<file path="config.mk">
export PLATFORM = sky130hd
export DESIGN_NAME = w_expand
export DESIGN_NICKNAME = d
export VERILOG_FILES = /design/src/rtl/w_expand.sv
export SDC_FILE = /design/constraint.sdc
export NUM_CORES = 2
export LEC_CHECK = 0
export BUFFER_PORTS_ARGS = -buffer_cell sky130_fd_sc_hd__clkbuf_2
export CELL_PAD_IN_SITES_DETAIL_PLACEMENT = 1
export CELL_PAD_IN_SITES_GLOBAL_PLACEMENT = 2
export CORE_MARGIN = 2
export CORE_UTILIZATION = 34
export CTS_BUF_LIST = sky130_fd_sc_hd__clkbuf_8
export CTS_CLUSTER_SIZE = 10
export DETAILED_ROUTE_END_ITERATION = 12
export PLACE_DENSITY = 0.92
export REMOVE_ABC_BUFFERS = 1
export SYNTH_ARGS = -nofsm -noshare
export SYNTH_HDL_FRONTEND = slang
export SYNTH_SLANG_ARGS = --single-unit
</file>
<file path="constraint.sdc">
create_clock -name clk -period 4.9 [get_ports clk]
set_clock_uncertainty 0.2 [all_clocks]
set_input_delay 0.245 -clock clk [delete_from_list [all_inputs] [get_ports clk]]
set_output_delay 0.245 -clock clk [all_outputs]
set_load 0.02 [all_outputs]
</file>
<file path="src/rtl/w_expand.sv">
// SHA-256 message-schedule expander: loads the 16-word initial schedule on an en
// rising edge and streams W_t for t = 0..ROUNDS-1, one word per accepted cycle.
module w_expand #(
  parameter int ROUNDS = 64
) (
  input  logic         clk,
  input  logic         reset,
  input  logic         en,
  input  logic [511:0] W,
  input  logic         stall,
  output logic [31:0]  W_t,
  output logic [5:0]   t,
  output logic         valid,
  output logic         busy,
  output logic         en_next
);

  typedef enum logic {IDLE, RUN} state_t;

  localparam logic [5:0] LAST_T = 6'(ROUNDS - 1);

  state_t      state, state_nx;
  logic        en_q;
  logic [31:0] win [16];
  logic        start;
  logic        advance;
  logic        last;
  logic [31:0] new_word;

  function automatic logic [31:0] sig0(input logic [31:0] x);
    return {x[6:0], x[31:7]} ^ {x[17:0], x[31:18]} ^ {3'b000, x[31:3]};
  endfunction

  function automatic logic [31:0] sig1(input logic [31:0] x);
    return {x[16:0], x[31:17]} ^ {x[18:0], x[31:19]} ^ {10'b0, x[31:10]};
  endfunction

  assign start    = en & ~en_q & (state == IDLE);
  assign last     = valid & (t == LAST_T);
  assign advance  = (state == RUN) & valid & ~stall;
  assign new_word = sig1(win[14]) + win[9] + sig0(win[1]) + win[0];

  always_ff @(posedge clk or negedge reset) begin
    if (!reset) state <= IDLE;
    else        state <= state_nx;
  end

  always_comb begin
    state_nx = state;
    case (state)
      IDLE: if (start) state_nx = RUN;
      RUN:  if (advance && last) state_nx = IDLE;
      default: state_nx = IDLE;
    endcase
  end

  always_comb begin
    busy    = (state == RUN);
    en_next = last;
  end

  // W_t always mirrors win[0]; the first RUN cycle only raises valid on the freshly loaded window.
  always_ff @(posedge clk or negedge reset) begin
    if (!reset) begin
      en_q  <= 1'b0;
      W_t   <= '0;
      t     <= '0;
      valid <= 1'b0;
      for (int i = 0; i < 16; i++) win[i] <= '0;
    end else begin
      en_q <= en;
      if (start) begin
        for (int i = 0; i < 16; i++) win[i] <= W[32*i +: 32];
      end else if (state == RUN && !valid) begin
        valid <= 1'b1;
        t     <= '0;
        W_t   <= win[0];
      end else if (advance) begin
        if (last) begin
          valid <= 1'b0;
          t     <= '0;
        end else begin
          for (int i = 0; i < 15; i++) win[i] <= win[i+1];
          win[15] <= new_word;
          t       <= t + 6'd1;
          W_t     <= win[1];
        end
      end
    end
  end

endmodule

</file>
==> flow_summary.toml <==
[outcome]
status = "finished, final reports clean"

[worst_setup_path]
worst-r2r-setup-slack_ns = 0.21
worstSetupEndpointType = "register"
reg2reg_depth = 14
cp_slowest_cell = "a311oi_4"
reg2reg_to = "win[25]"
critPathMaxFanout = 5
critical_path_class = "reg -> reg"
critPathRequiredTime_ns = 5.32
path_cells = "xnor2_1, xnor2_1, fa_1, fa_1, ha_1, fa_1, a21oi_1, o21ai_0, nand3_2, a21boi_4, a311oi_4, nor3_1, mux2_1, a21oi_1"
startpoint_type = "register"
r2r_start = "win[42]"
slowest_delay_ns = 0.51
cp_common_cell = "fa_1"
cp.arrival_ns = 5.11

[timing]
timing.fmax_mhz = 213
drv_slew = 0
finalSetupTns_ns = 0
period_share_pct = 95.7
hold_viol = 0
max_slew_margin_pct = 36.9
rsz0062_at_grt = "false"
whs_ns = 0.117
tightest_slew_ns = 0.947
finalCriticalPeriod_ns = 4.69
finalSetupViolations = 0

[detailed_routing]
finalWirelength_um = 133000
drt-pass1-iter-count = 5
vias = 30100
postRouteAntennaNets = 0
remaining_drc_errors = 0
post_drt_wl_per_cell_um = 23.2
vias_per_cell = 5.25
drt-initial-drc-count = 1999

[global_route]
met3_usage_pct = 5.37
met1_usage_pct = 35.8
grt_most_used_layer = "met2"
gr-usage-all-layers_pct = 29.4
grt_util_met2_pct = 49.6
antenna_found_initial = 39
first_global_vias = 32500
overflow = 0
grt_max_degree = 189
grt_pass1_wl_um = 197000

[logic_synthesis]
synth_cells = 3523
synth_most_common_cell = "nand2_1"
synth_seq_cells = 553
seq_area_frac_synth_pct = 47.5
synthTopCellsByArea = "dfrtp_1 48%, nand2_1 13%, a31oi_1 10%, nor2_1 6.6%, fa_1 4.3%"
synth_edf_count = 0
synth.distinct_cells = 54
synth.avg_cell_area_um2 = 8.27
async_reset_ff_share_pct = 100
synthFlopType = "dfrtp_1"
synth_top_cell_by_area = "dfrtp_1"
synth.top_cell.area_share_pct = 47.5
synth_commonest_cells = "1042 x nand2_1, 553 x dfrtp_1, 512 x nor2_1"
netlist_area_mm2 = 0.0291
synth.yosys.warnings = 0

[worst_hold_path]
hp-class = "in -> reg"
min_path_cells = 4
holdCritStartpoint = "W[488]"
min_to = "win[8]"

[clocking]
root_buffer = "clkbuf_8"
clk_path_buf_depth = 3
tritoncts = "built"
clk_latency_ns = 0.72
htree_levels = 3
cts.sinks = 553
cts_resized = 0
postCtsHoldBufs = 518
cts.reportedPaths.clkPinSlew_ns = 0.07
postCtsSetupRepairBufs = 0
numCtsBuffers = 104

[placement]
gp_congestion = 0.919
hpwl_um = 80500
port_buffers = 556
post-place-cells = 4977

[power_and_ir_drop]
clkPwrFrac_pct = 12.3
ir_worst_vdd_uv = 942
p_sw_share_pct = 50.0
pwr-share-comb_pct = 65.4
p_per_area_mw_per_mm2 = 966
p_leak_nw = 19.0
p_sw_mw = 19.4
pwr-share-seq_pct = 22.2
p_int_mw = 19.4
p_total_mw = 38.8

[layout]
nNetsFinal = 5067
layout.cells.non_filler = 5722
drive_gt1_share_pct = 16.9
fillers = 10100
postLayoutCoreUtil_pct = 47.3
area_growth_syn_to_layout_pct = 38.1

[floorplanning]
coreArea_mm2 = 0.0850
initial_core_util_pct = 34.3
io_pins = 557
die_w_um = 297
dieArea_mm2 = 0.0880
rows = 107
dieHeight_um = 297

[job]
maxCapViolCount = 0
==> cell usage in the layout (no fill, tap or decap), types with 5 or more instances in the layout <==
cell,n
a21o_1,12
a21oi_1,56
a31oi_1,486
and3_1,7
buf_12,18
buf_4,32
clkbuf_2,555
clkbuf_8,131
clkinv_2,6
dfrtp_1,553
diode_2,40
dlygate4sd3_1,517
fa_1,62
ha_1,32
inv_1,170
mux2i_1,33
nand2_1,1042
nand3_1,8
nand4_1,7
nor2_1,512
nor3_1,5
o21a_1,6
o21ai_0,65
o21bai_1,6
o22ai_1,10
xnor2_1,95
xor2_1,54
==> power by group through the flow <==
| stage | clock network, mW | registers, mW | logic (mW) |
|---|---|---|---|
| detailed placement | 0 | 8.51 | 24.5 |
| CTS | 4.81 | 8.46 | 25.1 |
| finish | 4.79 | 8.64 | 25.4 |
| global placement | 0 | 8.41 | 24.4 |
| global route | 5.06 | 8.84 | 28.0 |
| floorplan | 0 | 8.11 | 18.0 |
==> registers in the layout, summed over array words and instances (netlist names) <==
register and cells:
W_t 32, busy 1, en_q 1, t 6, valid 1, win 512
==> how the worst max path moves through the flow <==
stage | start | to | slack, ns | depth (start not counted)
floorplan | t[0] | win[25] | -8.91 | 8
global placement | win[50] | win[25] | 0.47 | 15
detailed placement | win[42] | win[23] | 0.31 | 14
CTS | win[42] | win[25] | 0.27 | 14
global route | win[42] | win[19] | 0.06 | 14
finish | win[42] | win[25] | 0.21 | 14
==> through the flow <==
stage	area [um^2]	setup slack [ns]
floorplan	27900	-8.91
global placement	32800	0.472
detailed placement	32800	0.314
CTS	40100	0.269
global route	40200	0.0615
finish	40200	0.213
==> kinds of logic (layout without fill, tap and decap cells) <==
group / count (synthesis) / count (layout) / synth area share (%)
xor gates and xnor gates: 149 / 149 / 4.48
adders and majority gates: 94 / 94 / 5.64
muxes: 34 / 34 / 1.17
AOI/OAI and AO/OA: 670 / 670 / 14.4
DFF: 553 / 553 / 47.5
other: 0 / 40 / 0
buffers and inverters: 422 / 1437 / 5.79
and+or+nand+nor: 1601 / 1601 / 21.0
==> per-layer routing <==
layer,wire (um),part of all wire (%)
met2,65300,49
met1,53300,40
met4,7090,5.3
met3,6970,5.2
met5,74,0.056
==> final cells by class <==
| class | count | area [um^2] | area share, % |
|---|---|---|---|
| sequential | 553 | 13800 | 34.4 |
| multi-input combinational | 2548 | 13600 | 33.9 |
| timing repair buffer | 1124 | 8600 | 21.4 |
| clock buffer | 131 | 1800 | 4.48 |
| tap | 1144 | 1430 | 3.56 |
| inverter | 126 | 473 | 1.18 |
| clock inverter | 56 | 332 | 0.825 |
| antenna | 40 | 100 | 0.249 |
==> critical path, delay by kind of cell (launching register included) <==
kind,cells,cell delay (ns)
AO/OA/AOI/OAI,5,1.15
XOR/XNOR,2,0.56
adder cells (fa/ha/maj),4,1.58
flip-flops,1,0.47
multiplexers,1,0.33
AND/OR/NAND/NOR,2,0.27
Power figures use the tool's default switching activity.
